`config.mk`:
```
export PLATFORM = sky130hd
export DESIGN_NAME = mem_responder
export DESIGN_NICKNAME = d
export VERILOG_FILES = /design/src/rtl/mem_responder_pkg.sv /design/src/rtl/mem_responder_rr_arbiter.sv /design/src/rtl/mem_responder.sv
export SDC_FILE = /design/constraint.sdc
export NUM_CORES = 2
export LEC_CHECK = 0
export CORE_MARGIN = 10
export CORE_UTILIZATION = 55
export DETAILED_ROUTE_END_ITERATION = 6
export MAX_ROUTING_LAYER = met4
export PLACE_DENSITY = 0.74
export SLEW_MARGIN = 10
export SYNTH_ARGS = -nofsm -noshare
export SYNTH_HDL_FRONTEND = slang
export SYNTH_SLANG_ARGS = --single-unit
```
`constraint.sdc`:
```
create_clock -name clk -period 6.75 [get_ports clk]
set_input_delay 1.35 -clock clk [delete_from_list [all_inputs] [get_ports clk]]
set_output_delay 1.35 -clock clk [all_outputs]
set_load 0.01 [all_outputs]
```
`src/rtl/mem_responder_pkg.sv`:
```
// Shared constants for the data-memory responder.
// Channel FSM encoding and the operation kind held per channel.
package mem_responder_pkg;

    typedef logic [1:0] ch_state_t;

    localparam ch_state_t ST_IDLE     = 2'd0;
    localparam ch_state_t ST_INFLIGHT = 2'd1;
    localparam ch_state_t ST_RELEASE  = 2'd2;

    localparam logic OP_READ  = 1'b0;
    localparam logic OP_WRITE = 1'b1;

endpackage

```
`src/rtl/mem_responder_rr_arbiter.sv`:
```
// Round-robin request/grant arbiter with a registered start pointer.
// One-hot grant; the pointer moves past the winner on every grant.
module rr_arbiter #(
    parameter int N = 4
) (
    input  logic         clk,
    input  logic         reset,
    input  logic [N-1:0] req,
    output logic [N-1:0] grant,
    output logic         grant_valid
);
    import mem_responder_pkg::*;

    localparam int PW = (N > 1) ? $clog2(N) : 1;

    logic [PW-1:0] ptr;
    logic [PW-1:0] gidx;
    logic [PW:0]   idx;

    // Scan N slots starting at ptr; first requester wins.
    always_comb begin
        grant       = '0;
        grant_valid = 1'b0;
        gidx        = '0;
        idx         = '0;
        for (int k = 0; k < N; k++) begin
            idx = {1'b0, ptr} + (PW+1)'(k);
            if (idx >= (PW+1)'(N))
                idx = idx - (PW+1)'(N);
            if (!grant_valid && req[idx[PW-1:0]]) begin
                grant[idx[PW-1:0]] = 1'b1;
                grant_valid        = 1'b1;
                gidx               = idx[PW-1:0];
            end
        end
    end

    always_ff @(posedge clk or posedge reset) begin
        if (reset) begin
            ptr <= '0;
        end else if (grant_valid) begin
            if (gidx == PW'(N - 1))
                ptr <= '0;
            else
                ptr <= gidx + PW'(1);
        end
    end

endmodule

```
`src/rtl/mem_responder.sv`:
```
// Multi-channel read/write responder on a single-port word RAM.
// One grant per cycle, fixed latency, ready held until valid drops.
module mem_responder #(
    parameter int ADDR_BITS    = 8,
    parameter int DATA_BITS    = 8,
    parameter int NUM_CHANNELS = 4,
    parameter int LATENCY      = 2
) (
    input  logic                           clk,
    input  logic                           reset,
    input  logic [NUM_CHANNELS-1:0]        mem_read_valid,
    input  logic [NUM_CHANNELS*ADDR_BITS-1:0] mem_read_address,
    output logic [NUM_CHANNELS-1:0]        mem_read_ready,
    output logic [NUM_CHANNELS*DATA_BITS-1:0] mem_read_data,
    input  logic [NUM_CHANNELS-1:0]        mem_write_valid,
    input  logic [NUM_CHANNELS*ADDR_BITS-1:0] mem_write_address,
    input  logic [NUM_CHANNELS*DATA_BITS-1:0] mem_write_data,
    output logic [NUM_CHANNELS-1:0]        mem_write_ready,
    input  logic                           init_write_enable,
    input  logic [ADDR_BITS-1:0]           init_address,
    input  logic [DATA_BITS-1:0]           init_data
);
    import mem_responder_pkg::*;

    localparam int NC = NUM_CHANNELS;
    localparam int CW = $clog2(LATENCY + 1);

    ch_state_t            state  [NC];
    logic                 op     [NC];
    logic [CW-1:0]        cnt    [NC];
    logic [DATA_BITS-1:0] sample [NC];

    logic [NC-1:0]           req;
    logic [NC-1:0]           grant;
    logic                    grant_valid;
    logic [NC-1:0]           rd_rdy;
    logic [NC-1:0]           wr_rdy;
    logic [NC*DATA_BITS-1:0] rd_data;

    logic [DATA_BITS-1:0] ram [2**ADDR_BITS];

    logic                 wr_en;
    logic [ADDR_BITS-1:0] wr_addr;
    logic [DATA_BITS-1:0] wr_data;
    logic                 all_idle;

    always_comb begin
        for (int i = 0; i < NC; i++)
            req[i] = (state[i] == ST_IDLE) &&
                     (mem_read_valid[i] || mem_write_valid[i]);
    end

    rr_arbiter #(
        .N (NC)
    ) u_arb (
        .clk         (clk),
        .reset       (reset),
        .req         (req),
        .grant       (grant),
        .grant_valid (grant_valid)
    );

    // A granted channel with both valids high is serving its write.
    always_comb begin
        wr_en    = 1'b0;
        wr_addr  = '0;
        wr_data  = '0;
        all_idle = !grant_valid;
        for (int i = 0; i < NC; i++) begin
            if (state[i] != ST_IDLE)
                all_idle = 1'b0;
            if (grant[i] && mem_write_valid[i]) begin
                wr_en   = 1'b1;
                wr_addr = mem_write_address[i*ADDR_BITS +: ADDR_BITS];
                wr_data = mem_write_data[i*DATA_BITS +: DATA_BITS];
            end
        end
    end

    always_ff @(posedge clk) begin
        if (wr_en)
            ram[wr_addr] <= wr_data;
        else if (init_write_enable && all_idle)
            ram[init_address] <= init_data;
    end

    always_ff @(posedge clk or posedge reset) begin
        if (reset) begin
            rd_rdy  <= '0;
            wr_rdy  <= '0;
            rd_data <= '0;
            for (int i = 0; i < NC; i++) begin
                state[i]  <= ST_IDLE;
                op[i]     <= OP_READ;
                cnt[i]    <= '0;
                sample[i] <= '0;
            end
        end else begin
            for (int i = 0; i < NC; i++) begin
                case (state[i])
                    ST_IDLE: begin
                        if (grant[i]) begin
                            state[i] <= ST_INFLIGHT;
                            cnt[i]   <= CW'(LATENCY);
                            if (mem_write_valid[i]) begin
                                op[i] <= OP_WRITE;
                            end else begin
                                op[i]     <= OP_READ;
                                sample[i] <= ram[mem_read_address[i*ADDR_BITS +: ADDR_BITS]];
                            end
                        end
                    end
                    ST_INFLIGHT: begin
                        if (cnt[i] == CW'(1)) begin
                            state[i] <= ST_RELEASE;
                            cnt[i]   <= '0;
                            if (op[i] == OP_WRITE) begin
                                wr_rdy[i] <= 1'b1;
                            end else begin
                                rd_rdy[i] <= 1'b1;
                                rd_data[i*DATA_BITS +: DATA_BITS] <= sample[i];
                            end
                        end else begin
                            cnt[i] <= cnt[i] - CW'(1);
                        end
                    end
                    ST_RELEASE: begin
                        if ((op[i] == OP_WRITE) ? !mem_write_valid[i]
                                                : !mem_read_valid[i]) begin
                            rd_rdy[i] <= 1'b0;
                            wr_rdy[i] <= 1'b0;
                            state[i]  <= ST_IDLE;
                        end
                    end
                    default: state[i] <= ST_IDLE;
                endcase
            end
        end
    end

    assign mem_read_ready  = rd_rdy;
    assign mem_write_ready = wr_rdy;
    assign mem_read_data   = rd_data;

endmodule
```
==> key figures <==
Clocking
  – Cts hold-fix bufs: 0
  – Clock tree from TritonCTS: yes
  – Longest Clk Path Bufs: 3
  – Clock H-tree levels: 4
  – Clk_lat worst skew: 0.92 ns
  – Total CTS buffers: 223
  – Post-CTS Repair Setup Buffers: 0
  – Clock Tree Root: clkbuf_16
  – Worst-path clk slew: 0.06 ns
  – CTS Sinks: 2142
  – PostCTS Resize Cnt: 0

Synth
  – Synthesized area per cell: 21.4 sq um
  – Post-Synthesis Cell Area: 132000 sq um
  – Synth cell count leaders: mux4_2, edfxtp_1, clkbuf_1
  – Unique masters post-synth: 83
  – Ys async rst share: 4.39%
  – Main synth FF type: edfxtp_1
  – Post-Syn Nets: 6306
  – Synth Warn #: 0
  – Synth top area cells: edfxtp_1, mux4_2, dfrtp_1, clkbuf_1, nor2_1
  – Register area share after synthesis: 48.4%
  – Most frequent cell after synthesis: mux4_2
  – Share of the synthesized area in the top cell type: 46.6%
  – Yosys top cell by area: edfxtp_1
  – Number of synthesized flops with an enable pin: 2048
  – Synth Register Bits: 2142
  – Post-Synthesis Cells: 6171

GRT
  – Total Routing Usage GR: 37.3%
  – GRT Residual Overflow: 0
  – First-pass GRT wire length: 654 mm
  – Largest net degree at the start of global routing: 84
  – Initial antenna violation count: 75
  – Vias in the first global route: 80200

Detailed routing
  – Routed met1 length: 149 mm
  – DR vias/cell: 8.45
  – DR iter-0 viols: 16100
  – WL met3: 78.5 mm
  – Top sig layer: met4
  – Final ANT Viol Nets: 0
  – Total Wirelength: 467 mm
  – Met2 WL: 209 mm
  – Pre-antenna DRT Iters: 7
  – Vias: 83000
  – Detailed-route DRC error count: 18
  – WL/cell: 47.6 um

STA
  – Final number of setup-violating endpoints: 0
  – Minimum clock period: 6.45 ns
  – Clk_skew: 0.0648 ns
  – Setup Total Neg Slack: 0 ns
  – Final-report max-slew violation count: 0
  – Period utilization: 95.6%
  – Fin Hold WS: 0.494 ns
  – Slew margin rel.: 19.6%
  – RSZ-0062 raised after global routing: false
  – Worst-Margin Slew: 1.21 ns
  – Fin. Hold Viols: 0
  – Max Freq: 155 MHz

Critical path
  – Register-to-register setup slack: 0.30 ns
  – CP Launch Type: flip-flop
  – WP data required: 7.29 ns
  – Slowest cell on crit path: a211oi_2
  – CP max FO: 15
  – Crit Path Class: flip-flop to flip-flop
  – Worst flop-to-flop path endpoint: ram[155][7]$_DFFE_PP_
  – Worst setup EP type: flip-flop
  – Worst-path cell chain: inv_2 > ha_1 > and4b_1 > or4_4 > o311ai_1 > a32o_1 > buf_4 > a221oi_1 > a211oi_2 > nand3_2 > buf_4 > nor2_1
  – WP data arrival: 6.99 ns
  – Slowest stage delay, CP: 0.82 ns
  – Worst r2r path cells: 12
  – Most common cell on crit path: buf_4
  – Reg-to-Reg Start: u_arb.ptr[0]$_DFFE_PP0P_

Hold path
  – Hold Crit Class: flip-flop to flip-flop
  – HP Start: sample[9]$_DFFE_PP0P_
  – WHS Path Cells: 1
  – Hold Path End: mem_read_data[17]$_DFFE_PP0P_

Outcome
  – Status: complete, but fails checks
  – Failing checks: DRC

Floorplan
  – Starting Density: 55.3%
  – FP Rows: 179
  – Ports: 163
  – Die outline height: 510 um
  – Die area: 260000 sq um
  – Core area: 238000 sq um
  – Die width: 510 um

Finish
  – Non-filler cells, final: 9814
  – Share of cells above drive strength 1: 56.9%
  – Layout Nets: 6526
  – P&R area growth vs syn: 12.1%

Placement
  – Post-DP HPWL: 317 mm
  – Placed Cells incl. Taps: 9333
  – Gpl congestion: 1.00
  – I/O Buffers: 162

Pwr
  – VDD IR-drop max: 615 uV
  – Power Density: 373 nW/um^2
  – Leak: 45.7 nW

Flow run
  – MaxCap Viol Count: 0
==> cell type report <==
class,count,area (sq um)
antenna,62,155
clock buffer,273,5870
clock inverter,146,1760
fill,16200,90500
inverter,14,55.1
multi-input combinational,3341,65400
sequential,2142,63900
tap,3167,3960
timing repair buffer,669,6760
==> cells in the final DEF (no fill, tap or decap), types with 13 or more instances in the layout <==
cell             synthesis  final
mux2_2                  70     70
bufinv_16                0     31
clkbuf_1               401     43
buf_8                    0     14
nor2_1                 247    247
clkinv_2                 0     37
nand2_1                 38     38
diode_2                  0     62
o21ai_0                 17     17
clkinv_4                 0     13
clkbuf_16                0    226
clkinvlp_4               0     18
clkinv_1                 0     30
buf_12                   1    103
nor2_2                  31     31
clkdlybuf4s50_1          0    138
buf_4                    7    408
a21oi_1                 16     16
dfrtp_1                 94     94
mux4_2                2723   2723
edfxtp_1              2048   2048
==> worst max-delay path, delay by kind of cell, from the launching register on <==
family          cells  cell delay (ns)
simple gates        4             2.08
compound gates      4             1.64
buf+inv             3             0.99
fa+ha+maj           1             0.60
flops               1             0.74
==> per-layer routing <==
metal	vias to the layer above	track usage, %
met5	-	-
met3	1414	15.0
met4	0	19.5
met2	8377	52.1
met1	43800	47.2
li1	29400	-
==> cells by family after synthesis <==
logic type	share of synthesized area, %
AO/OA/AOI/OAI	0.747
XOR/XNOR	0.00664
adder cells (fa/ha/maj)	0.114
buffers and inverters	2.06
flip-flops	48.4
multiplexers	47.1
AND/OR/NAND/NOR	1.51
==> stage by stage <==
step	util [%]	instance area [sq um]	power, mW	setup slack, ns
after floorplan	-	132000	32.2	0.740
after global placement	58.7	140000	41.2	0.243
after detailed placement	58.7	140000	41.7	0.0735
after CTS	62.0	148000	54.4	0.574
after global routing	62.0	148000	56.2	0.147
final	62.0	148000	55.1	0.298
==> report_power, final <==
part | internal, mW | total (mW) | switching (mW)
registers | 21.6 | 22.5 | 0.884
logic | 5.75 | 19.6 | 13.9
clock network | 7.41 | 13.0 | 5.56
==> sequential cells by signal (all words and copies together), names as in the netlist <==
signal	cells
mem_read_data	32
state	8
ram	2048
mem_write_ready	4
u_arb.ptr	2
cnt	8
mem_read_ready	4
op	4
sample	32
==> worst max-delay path by stage <==
stage	slack [ns]	startpoint	to
after global routing	0.15	u_arb.ptr[0]$_DFFE_PP0P_	ram[219][7]$_DFFE_PP_
after detailed placement	0.07	mem_read_valid[0]	ram[155][0]$_DFFE_PP_
after global placement	0.24	mem_read_valid[0]	ram[155][2]$_DFFE_PP_
after CTS	0.57	u_arb.ptr[0]$_DFFE_PP0P_	ram[155][5]$_DFFE_PP_
after floorplan	0.74	mem_write_valid[3]	ram[0][0]$_DFFE_PP_
final	0.30	u_arb.ptr[0]$_DFFE_PP0P_	ram[155][7]$_DFFE_PP_
(Power assumes the default switching activity.)
